## config.mk

```make
export PLATFORM = sky130hd
export DESIGN_NAME = seg7_scan_driver_flat
export DESIGN_NICKNAME = d
export VERILOG_FILES = /design/src/rtl/seg7_pkg.sv /design/src/rtl/seg7_scan_driver_if.sv /design/src/rtl/seg7_encode.sv /design/src/rtl/seg7_scan_driver.sv /design/src/flat_wrapper.sv
export SDC_FILE = /design/constraint.sdc
export NUM_CORES = 1
export LEC_CHECK = 0
export ABC_CLOCK_PERIOD_IN_PS = 3120
export CAP_MARGIN = 25
export CORE_MARGIN = 2
export CORE_UTILIZATION = 54
export CTS_BUF_LIST = sky130_fd_sc_hd__clkbuf_16
export DETAILED_ROUTE_END_ITERATION = 8
export PLACE_DENSITY = 0.82
export SYNTH_ARGS = -nofsm -noshare
export SYNTH_HDL_FRONTEND = slang
export SYNTH_SLANG_ARGS = --single-unit
```

## constraint.sdc

```tcl
create_clock -name clk -period 3.12 [get_ports clk]
set_clock_uncertainty 0.15 [all_clocks]
set_input_delay 0.312 -clock clk [delete_from_list [all_inputs] [get_ports clk]]
set_output_delay 0.312 -clock clk [all_outputs]
set_load 0.02 [all_outputs]
```

## src/rtl/seg7_pkg.sv

```systemverilog
// rtl/seg7_pkg.sv - segment codes and shared constants for the seven-segment scan driver
package seg7_pkg;
    localparam int SEG_W = 7;
    localparam logic [3:0] BCD_MAX = 4'd9;

    // Segment order is {a,b,c,d,e,f,g}; a is the MSB.
    localparam logic [SEG_W-1:0] SEG_0     = 7'b1111110;
    localparam logic [SEG_W-1:0] SEG_1     = 7'b0110000;
    localparam logic [SEG_W-1:0] SEG_2     = 7'b1101101;
    localparam logic [SEG_W-1:0] SEG_3     = 7'b1111001;
    localparam logic [SEG_W-1:0] SEG_4     = 7'b0110011;
    localparam logic [SEG_W-1:0] SEG_5     = 7'b1011011;
    localparam logic [SEG_W-1:0] SEG_6     = 7'b1011111;
    localparam logic [SEG_W-1:0] SEG_7     = 7'b1110000;
    localparam logic [SEG_W-1:0] SEG_8     = 7'b1111111;
    localparam logic [SEG_W-1:0] SEG_9     = 7'b1110011;
    localparam logic [SEG_W-1:0] SEG_DASH  = 7'b0000001;
    localparam logic [SEG_W-1:0] SEG_BLANK = 7'b0000000;
endpackage

```

## src/rtl/seg7_scan_driver_if.sv

```systemverilog
// rtl/seg7_scan_driver_if.sv - value/control inputs and scanned panel outputs of the display driver
interface seg7_scan_driver_if #(
    parameter int NUM_DIGITS = 3
);
    import seg7_pkg::*;

    logic [4*NUM_DIGITS-1:0] digits_in;
    logic                    load;
    logic                    blank_lz;
    logic [NUM_DIGITS-1:0]   blink_mask;
    logic [SEG_W-1:0]        seg_out;
    logic [NUM_DIGITS-1:0]   dig_en;
    logic                    frame_done;

    modport master (
        output digits_in, load, blank_lz, blink_mask,
        input  seg_out, dig_en, frame_done
    );

    modport slave (
        input  digits_in, load, blank_lz, blink_mask,
        output seg_out, dig_en, frame_done
    );
endinterface

```

## src/rtl/seg7_encode.sv

```systemverilog
// rtl/seg7_encode.sv - combinational BCD to seven-segment encoder, dash for codes above 9
module seg7_encode
    import seg7_pkg::*;
(
    input  logic [3:0]       bcd,
    output logic [SEG_W-1:0] seg
);
    always_comb begin
        seg = SEG_DASH;
        if (bcd <= BCD_MAX) begin
            case (bcd)
                4'd0:    seg = SEG_0;
                4'd1:    seg = SEG_1;
                4'd2:    seg = SEG_2;
                4'd3:    seg = SEG_3;
                4'd4:    seg = SEG_4;
                4'd5:    seg = SEG_5;
                4'd6:    seg = SEG_6;
                4'd7:    seg = SEG_7;
                4'd8:    seg = SEG_8;
                default: seg = SEG_9;
            endcase
        end
    end
endmodule

```

## src/rtl/seg7_scan_driver.sv

```systemverilog
// rtl/seg7_scan_driver.sv - multiplexed seven-segment scan driver; SEG7_BLINK_EN enables per-digit blink
module seg7_scan_driver
    import seg7_pkg::*;
#(
    parameter int NUM_DIGITS = 3,
    parameter int SCAN_DIV   = 1000,
    parameter int BLINK_DIV  = 64
) (
    input  logic clk,
    input  logic rst_n,
    seg7_scan_driver_if.slave bus
);
    localparam int SW = (NUM_DIGITS > 1) ? $clog2(NUM_DIGITS) : 1;
    localparam int PW = $clog2(SCAN_DIV);
    localparam int DW = 4 * NUM_DIGITS;
    localparam logic [PW-1:0] PRESC_LAST = PW'(SCAN_DIV - 1);
    localparam logic [SW-1:0] SLOT_LAST  = SW'(NUM_DIGITS - 1);

    logic [PW-1:0]         presc;
    logic [SW-1:0]         slot;
    logic [DW-1:0]         pending;
    logic [DW-1:0]         display;
    logic                  term;
    logic                  wrap;
    logic [SW-1:0]         next_slot;
    logic [DW-1:0]         src_val;
    logic [NUM_DIGITS-1:0] lz_blank;
    logic [3:0]            cur_bcd;
    logic [SEG_W-1:0]      enc_seg;
    logic [SEG_W-1:0]      next_seg;
    logic                  blink_off;

    // Outputs are computed for the slot that follows this edge, so at a frame
    // wrap the incoming value (and phase) is used, keeping each frame coherent.
    always_comb begin
        term = (presc == PRESC_LAST);
        wrap = term && (slot == SLOT_LAST);
        if (!term)
            next_slot = slot;
        else if (slot == SLOT_LAST)
            next_slot = '0;
        else
            next_slot = slot + 1'b1;
        src_val = wrap ? (bus.load ? bus.digits_in : pending) : display;
    end

    always_comb begin
        logic suppress;
        suppress = bus.blank_lz;
        lz_blank = '0;
        for (int i = NUM_DIGITS - 1; i > 0; i--) begin
            if (suppress && (src_val[4*i +: 4] == 4'd0))
                lz_blank[i] = 1'b1;
            else
                suppress = 1'b0;
        end
    end

    assign cur_bcd = src_val[{next_slot, 2'b00} +: 4];

    seg7_encode u_encode (
        .bcd (cur_bcd),
        .seg (enc_seg)
    );

`ifdef SEG7_BLINK_EN
    localparam int FW = (BLINK_DIV > 1) ? $clog2(BLINK_DIV) : 1;
    localparam logic [FW-1:0] FRAME_LAST = FW'(BLINK_DIV - 1);

    logic [FW-1:0] fcnt;
    logic          phase;
    logic          next_phase;

    always_comb begin
        next_phase = (wrap && (fcnt == FRAME_LAST)) ? ~phase : phase;
        blink_off  = next_phase && bus.blink_mask[next_slot];
    end

    always_ff @(posedge clk) begin
        if (!rst_n) begin
            fcnt  <= '0;
            phase <= 1'b0;
        end else if (wrap) begin
            fcnt  <= (fcnt == FRAME_LAST) ? '0 : fcnt + 1'b1;
            phase <= next_phase;
        end
    end
`else
    logic unused_blink;
    assign unused_blink = ^{bus.blink_mask, BLINK_DIV > 0};
    assign blink_off    = 1'b0;
`endif

    assign next_seg = (lz_blank[next_slot] || blink_off) ? SEG_BLANK : enc_seg;

    // dig_en drops in the last prescaler cycle of each slot to hide segment changes.
    always_ff @(posedge clk) begin
        if (!rst_n) begin
            presc          <= '0;
            slot           <= '0;
            pending        <= '0;
            display        <= '0;
            bus.seg_out    <= SEG_BLANK;
            bus.dig_en     <= '0;
            bus.frame_done <= 1'b0;
        end else begin
            presc <= term ? '0 : presc + 1'b1;
            slot  <= next_slot;
            if (bus.load)
                pending <= bus.digits_in;
            if (wrap)
                display <= src_val;
            bus.seg_out    <= next_seg;
            bus.dig_en     <= term ? '0 : (NUM_DIGITS'(1) << next_slot);
            bus.frame_done <= wrap;
        end
    end
endmodule

```

## src/flat_wrapper.sv

```systemverilog
// flat-port wrapper written by rule: the top's interface ports become plain ports
module seg7_scan_driver_flat import seg7_pkg::*;
#(
    parameter int NUM_DIGITS = 3,
    parameter int SCAN_DIV   = 1000,
    parameter int BLINK_DIV  = 64
)
  (clk, rst_n, bus_digits_in, bus_load, bus_blank_lz, bus_blink_mask, bus_seg_out, bus_dig_en, bus_frame_done);
  seg7_scan_driver_if #(.NUM_DIGITS(NUM_DIGITS)) bus_i ();
  input  logic clk;
  input  logic rst_n;
  input wire logic [$bits(bus_i.digits_in)-1:0] bus_digits_in;
  input wire logic [$bits(bus_i.load)-1:0] bus_load;
  input wire logic [$bits(bus_i.blank_lz)-1:0] bus_blank_lz;
  input wire logic [$bits(bus_i.blink_mask)-1:0] bus_blink_mask;
  output wire logic [$bits(bus_i.seg_out)-1:0] bus_seg_out;
  output wire logic [$bits(bus_i.dig_en)-1:0] bus_dig_en;
  output wire logic [$bits(bus_i.frame_done)-1:0] bus_frame_done;
  assign bus_i.digits_in = bus_digits_in;
  assign bus_i.load = bus_load;
  assign bus_i.blank_lz = bus_blank_lz;
  assign bus_i.blink_mask = bus_blink_mask;
  assign bus_seg_out = bus_i.seg_out;
  assign bus_dig_en = bus_i.dig_en;
  assign bus_frame_done = bus_i.frame_done;
  seg7_scan_driver #(.NUM_DIGITS(NUM_DIGITS), .SCAN_DIV(SCAN_DIV), .BLINK_DIV(BLINK_DIV)) u_core (.clk(clk), .rst_n(rst_n), .bus(bus_i));
endmodule
```

==> results.py, run 1 <==
metrics = {
    "layout": {
        "nNetsFinal": 285,
        "diodes": 0,
        "nFillCells": 323,
        "syn2layout_area_growth_pct": 21.1,
        "multiInputGateArea_um2": 1240,
        "regArea_um2": 941,
        "fin_cells": 310,
        "layout_commonest_cell": "dfxtp_1",
        "most-common-layout-cells": "dfxtp_1 (47), clkdlybuf4s50_1 (26), nand2_1 (22)",
        "layout-drive-gt1-share_pct": 11.2,
    },
    "sta": {
        "relSlewSlack_pct": 53.2,
        "period_share_pct": 92.2,
        "fin_hold_ws_ps": 314,
        "slew_violations": 0,
        "final-setup-viol-count": 0,
        "rsz0062_at_grt": "false",
        "final_hold_viol_count": 0,
        "setup-tns-final_ps": 0,
        "worst_pin_slew_ps": 701,
        "max_freq_ghz": 0.348,
        "min_period_ps": 2880,
    },
    "global_routing": {
        "antenna_found_initial": 0,
        "grt_use_total_pct": 20.2,
        "grt.met1_usage_pct": 25.4,
        "grt_pass1_wl_um": 7020,
        "grt_pass1_vias": 1549,
        "gr-total-overflow": 0,
        "top_usage_layer": "met2",
        "grt_max_degree": 21,
        "use_met3_pct": 5.52,
        "gr-usage-met2_pct": 32.3,
    },
    "routing": {
        "drt_wl_total_um": 4280,
        "routedWlPerCell_um": 13.8,
        "dr.pass1.iters": 4,
        "viasPerCell": 5.61,
        "via_count": 1739,
        "drtIter0Drc": 132,
        "antenna_left": 0,
        "drc_errors": 0,
    },
    "placed_design": {
        "place_congestion": 0.804,
        "dp_hpwl_um": 3000,
        "post-place-cells": 302,
        "portBuffers": 26,
    },
    "clocking": {
        "cts.sink_count": 47,
        "cts_hold_buf": 0,
        "clock_path_buffers": 2,
        "clk_latency_ps": 290,
        "htreeDepth": 2,
        "path_clk_slew_ps": 60,
        "ctsResizeCount": 0,
        "cts_tree": "yes",
        "cts_buffers": 5,
        "post_cts_buffers": 0,
        "root_buffer": "clkbuf_16",
    },
    "status": {
        "run_status": "complete, no violations",
    },
    "critical_path": {
        "critical_path_class": "reg -> reg",
        "cp_cell_sequence": "ha_1 -> nand2_1 -> nor3_4 -> mux4_1 -> ha_1 -> or2_2 -> a21oi_2 -> a2111oi_2",
        "critical_path.max_fanout": 5,
        "critPathSlowestCell": "mux4_1",
        "cpPeakStageDelay_ps": 690,
        "critical_path.endpoint_type": "register",
        "cp.required_ps": 3110,
        "critical_path.startpoint_type": "register",
        "critPathMostFrequentCell": "ha_1",
        "arrival_ps": 2870,
    },
    "logic_synthesis": {
        "async_flop_share_pct": 0,
        "postSynthAreaPerCell_um2": 9.83,
        "synth-seq-cells": 47,
        "ys_seq_area_share_pct": 41.8,
        "synth_edf_count": 0,
        "syn_inst": 229,
        "yosysUniqueCellTypes": 47,
        "syn_area_um2": 2250,
        "yosys_warnings": 0,
        "synth_flop_cell": "dfxtp_1",
        "syn-num-nets": 255,
    },
    "job": {
        "maxCapViolCount": 0,
    },
    "pwr": {
        "ir_drop_uv": 283,
        "leakagePower_uw": 0.00119,
        "power_density_nw_per_um2": 442,
    },
    "floorplanning": {
        "chipWidth_um": 68.6,
        "dieHeight_um": 68.6,
        "die-area_um2": 4700,
        "rows": 23,
        "ioPinCount": 30,
        "initial_utilization_pct": 56.3,
        "core_area_um2": 4000,
    },
    "hold_path": {
        "hp-class": "reg -> reg",
    },
}
[Yosys cell counts (5+ instances only)]
master	n	share of area, %
nand2_1	22	3.7
a31oi_1	6	1.7
nand3b_1	5	1.7
nor2_1	17	2.8
clkbuf_1	7	1.2
ha_1	7	3.9
nand3_1	8	1.8
buf_2	5	1.1
mux2i_1	17	7.6
inv_1	6	1.0
o211a_1	11	4.9
nor2b_1	12	3.3
xor2_1	5	1.9
dfxtp_1	47	42
[metal layers]
| layer | share of wire, % | vias to the layer above |
|---|---|---|
| met5 | 0 | - |
| met4 | 1.9 | 0 |
| met2 | 49 | 35 |
| met1 | 45 | 815 |
| li1 | - | 879 |
| met3 | 4.2 | 10 |
[worst max-delay path: cells and delay by family (launching register included)]
family | cells | cell delay (ps)
muxes | 1 | 690
and+or+nand+nor | 3 | 740
adders and majority gates | 2 | 510
AOI/OAI and AO/OA | 2 | 290
DFF | 1 | 370
[flip-flops by register name (all words and copies together), names as in the netlist]
signal	count
u_core.display	12
u_core.pending	12
u_core.presc	10
u_core.bus.seg_out	7
u_core.bus.dig_en	3
u_core.slot	2
u_core.bus.frame_done	1
[kinds of logic after synthesis]
| group | after synthesis | synth area share [%] |
|---|---|---|
| and+or+nand+nor | 89 | 22.5 |
| DFF | 47 | 41.8 |
| xor gates and xnor gates | 9 | 3.50 |
| AOI/OAI and AO/OA | 38 | 14.8 |
| adders and majority gates | 8 | 4.34 |
| muxes | 20 | 9.73 |
| buffers and inverters | 18 | 3.28 |
[metrics by stage]
stage	setup slack [ps]	instance area, um^2	total power [uW]	utilization (%)
after CTS	250	2730	1220	68.2
after global placement	196	2590	721	64.7
after detailed placement	120	2590	722	64.7
after global routing	38.6	2730	1250	68.2
after floorplan	384	2250	680	-
final	244	2730	1210	68.2
[power by group]
| part | internal, uW | switching [uW] | total (uW) | leakage, uW |
|---|---|---|---|---|
| clock network | 288 | 210 | 498 | 0.0000701 |
| logic | 47.2 | 36.5 | 83.7 | 0.000736 |
| registers | 617 | 6.96 | 624 | 0.000384 |
[area by class of cell]
type	instances	area share [%]
multi-input cells	164	45.3
flip-flops and latches	47	34.5
repair buffers	35	12.0
clock buffers	5	4.59
well taps	50	2.29
inverters	6	0.826
clock inverters	3	0.413
[path summary, 6_finish.rpt]
path	start	endpoint	slack, ps	cells past startpoint
setup / recovery	u_core.presc[0]$_SDFF_PP0_	u_core.bus.seg_out[6]$_SDFF_PP0_	240	8
setup reg to reg	u_core.presc[0]$_SDFF_PP0_	u_core.bus.seg_out[6]$_SDFF_PP0_	240	8
hold reg to reg	u_core.presc[0]$_SDFF_PP0_	u_core.presc[0]$_SDFF_PP0_	310	1
hold / removal	u_core.presc[0]$_SDFF_PP0_	u_core.presc[0]$_SDFF_PP0_	310	1
(Power assumes the default switching activity.)
==> run 2, diff against run 1 <==
--- a/config.mk
+++ b/config.mk
@@ -11,6 +11,7 @@
 export CORE_UTILIZATION = 54
 export CTS_BUF_LIST = sky130_fd_sc_hd__clkbuf_16
 export DETAILED_ROUTE_END_ITERATION = 8
+export GPL_TIMING_DRIVEN = 0
 export PLACE_DENSITY = 0.82
 export SYNTH_ARGS = -nofsm -noshare
 export SYNTH_HDL_FRONTEND = slang
==> results.py, run 2 (synthesis results as in run 1) <==
metrics = {
    "status": {
        "run_status": "complete, no violations",
    },
    "layout": {
        "nFillCells": 334,
        "reg_top3": "u_core.display x12, u_core.pending x12, u_core.presc x10",
        "syn2layout_area_growth_pct": 20.7,
        "most-common-layout-cells": "dfxtp_1 (47), clkdlybuf4s50_1 (26), nand2_1 (22)",
        "fin_cells": 312,
        "diodes": 0,
        "layout_commonest_cell": "dfxtp_1",
        "nNetsFinal": 289,
        "final_util_pct": 67.9,
        "layout-drive-gt1-share_pct": 10.3,
    },
    "critical_path": {
        "critical_path_class": "in -> reg",
        "critical_path.endpoint_type": "register",
        "critical_path.startpoint_type": "input port",
        "r2r_setup_slack_ps": 210,
        "critPathSlowestCell": "clkdlybuf4s50_1",
        "cp.required_ps": 3110,
        "cp_cell_sequence": "clkdlybuf4s50_1 -> clkbuf_4 -> mux2i_2 -> o22ai_1 -> a31oi_1 -> a21o_2 -> inv_1 -> ha_1 -> or2_2 -> a21oi_2 -> a2111oi_2",
        "critical_path.max_fanout": 10,
        "arrival_ps": 2930,
        "cpPeakStageDelay_ps": 530,
    },
    "floorplanning": {
        "dieHeight_um": 68.6,
        "die-area_um2": 4700,
        "initial_utilization_pct": 56.3,
        "core_area_um2": 4000,
        "ioPinCount": 30,
        "rows": 23,
        "chipWidth_um": 68.6,
    },
    "clocking": {
        "cts_tree": "yes",
        "htreeDepth": 2,
        "cts_buffers": 5,
        "clock_path_buffers": 2,
        "clk_latency_ps": 280,
        "path_clk_slew_ps": 60,
        "root_buffer": "clkbuf_16",
        "cts_hold_buf": 0,
        "cts.sink_count": 47,
    },
    "pwr": {
        "leakagePower_uw": 0.00118,
        "ir_drop_uv": 354,
        "seqPwrFrac_pct": 52.3,
        "p_comb_share_pct": 6.9,
        "clockPowerShare_pct": 40.8,
        "power_density_nw_per_um2": 439,
        "internal_power_uw": 947,
        "switching_share_pct": 20.7,
        "power_switching_uw": 247,
    },
    "global_routing": {
        "grt_pass1_wl_um": 7390,
        "grt_use_total_pct": 21.3,
        "gr-total-overflow": 0,
        "grt_pass1_vias": 1599,
        "antenna_found_initial": 0,
        "grt_max_degree": 13,
    },
    "routing": {
        "dr.pass1.iters": 4,
        "routedWlPerCell_um": 14.1,
        "via_count": 1775,
        "drtIter0Drc": 135,
        "drt_wl_total_um": 4390,
        "viasPerCell": 5.69,
        "drc_errors": 0,
        "antenna_left": 0,
    },
    "placed_design": {
        "post-place-cells": 305,
        "dp_hpwl_um": 3170,
        "portBuffers": 26,
        "place_congestion": 0.838,
    },
    "sta": {
        "min_period_ps": 2940,
        "rsz0062_at_grt": "false",
        "period_share_pct": 94.2,
        "relSlewSlack_pct": 64.2,
        "worst_pin_slew_ps": 533,
        "max_freq_ghz": 0.340,
        "final_hold_viol_count": 0,
        "slew_violations": 0,
        "final-setup-viol-count": 0,
    },
    "hold_path": {
        "hp-class": "reg -> reg",
    },
    "job": {
        "maxCapViolCount": 0,
    },
}
run 2: layer usage:
layer  up-vias  track usage, %  part of all wire [%]  wire length (um)
li1        881               -                     -                 -
met1       851            27.3                    46              2020
met2        35            33.8                    48              2120
met3         8            5.52                   3.7               162
met4         0            8.75                   1.8                79
met5         -               0                     0                 0
run 2: final cells by class:
type                    count  area [um^2]  area share, %
clock buffers               5          125           4.61
well taps                  50         62.6           2.30
clock inverters             1         3.75          0.138
multi-input cells         164         1240           45.6
inverters                   6         22.5          0.829
flip-flops and latches     47          941           34.6
plain buffers              12         53.8           1.98
repair buffers             27          268           9.86
run 2: through the flow:
step	worst slack [ps]	hold slack [ps]	cell area, um^2	power (uW)	TNS, ps
after floorplan	384	280	2250	680	0
after global routing	29.7	344	2720	1230	0
after detailed placement	-195	303	2570	719	-860
after global placement	-143	296	2570	718	-561
final	180	314	2720	1190	0
after CTS	48.5	317	2700	1210	0
run 2: critical path: cells and delay by family:
| kind | cells | cell delay, ps |
|---|---|---|
| buf+inv | 3 | 890 |
| compound gates | 5 | 820 |
| mux | 1 | 330 |
| simple gates | 1 | 320 |
| fa+ha+maj | 1 | 230 |
run 2: power groups by stage:
stage          Sequential [uW]  Combinational (uW)  Clock [uW]
5_1_grt                    626                90.1         517
3_3_place_gp               637                81.0           0
2_1_floorplan              643                36.7           0
6_report                   624                82.3         487
4_1_cts                    624                82.2         501
3_5_place_dp               638                81.7           0
run 2: path summary, 6_finish.rpt:
check,startpoint,endpoint,cells after the start
max reg2reg,u_core.presc[0]$_SDFF_PP0_,u_core.bus.seg_out[6]$_SDFF_PP0_,8
max,bus_load,u_core.bus.seg_out[6]$_SDFF_PP0_,11
min reg2reg,u_core.presc[0]$_SDFF_PP0_,u_core.presc[0]$_SDFF_PP0_,1
min,u_core.presc[0]$_SDFF_PP0_,u_core.presc[0]$_SDFF_PP0_,1
run 2: repair_timing:
item	4_1_cts	5_1_grt
resized for setup	0	2
setup buffers	0	1
endpoints found under the setup margin	0	5
==> run 3, diff against run 2 <==
--- a/config.mk
+++ b/config.mk
@@ -11,6 +11,7 @@
 export CORE_UTILIZATION = 54
 export CTS_BUF_LIST = sky130_fd_sc_hd__clkbuf_16
 export DETAILED_ROUTE_END_ITERATION = 8
+export GPL_ROUTABILITY_DRIVEN = 0
 export GPL_TIMING_DRIVEN = 0
 export PLACE_DENSITY = 0.82
 export SYNTH_ARGS = -nofsm -noshare
==> results of run 3 <==
The final DEF is identical to that of run 2; final timing and power are the same.
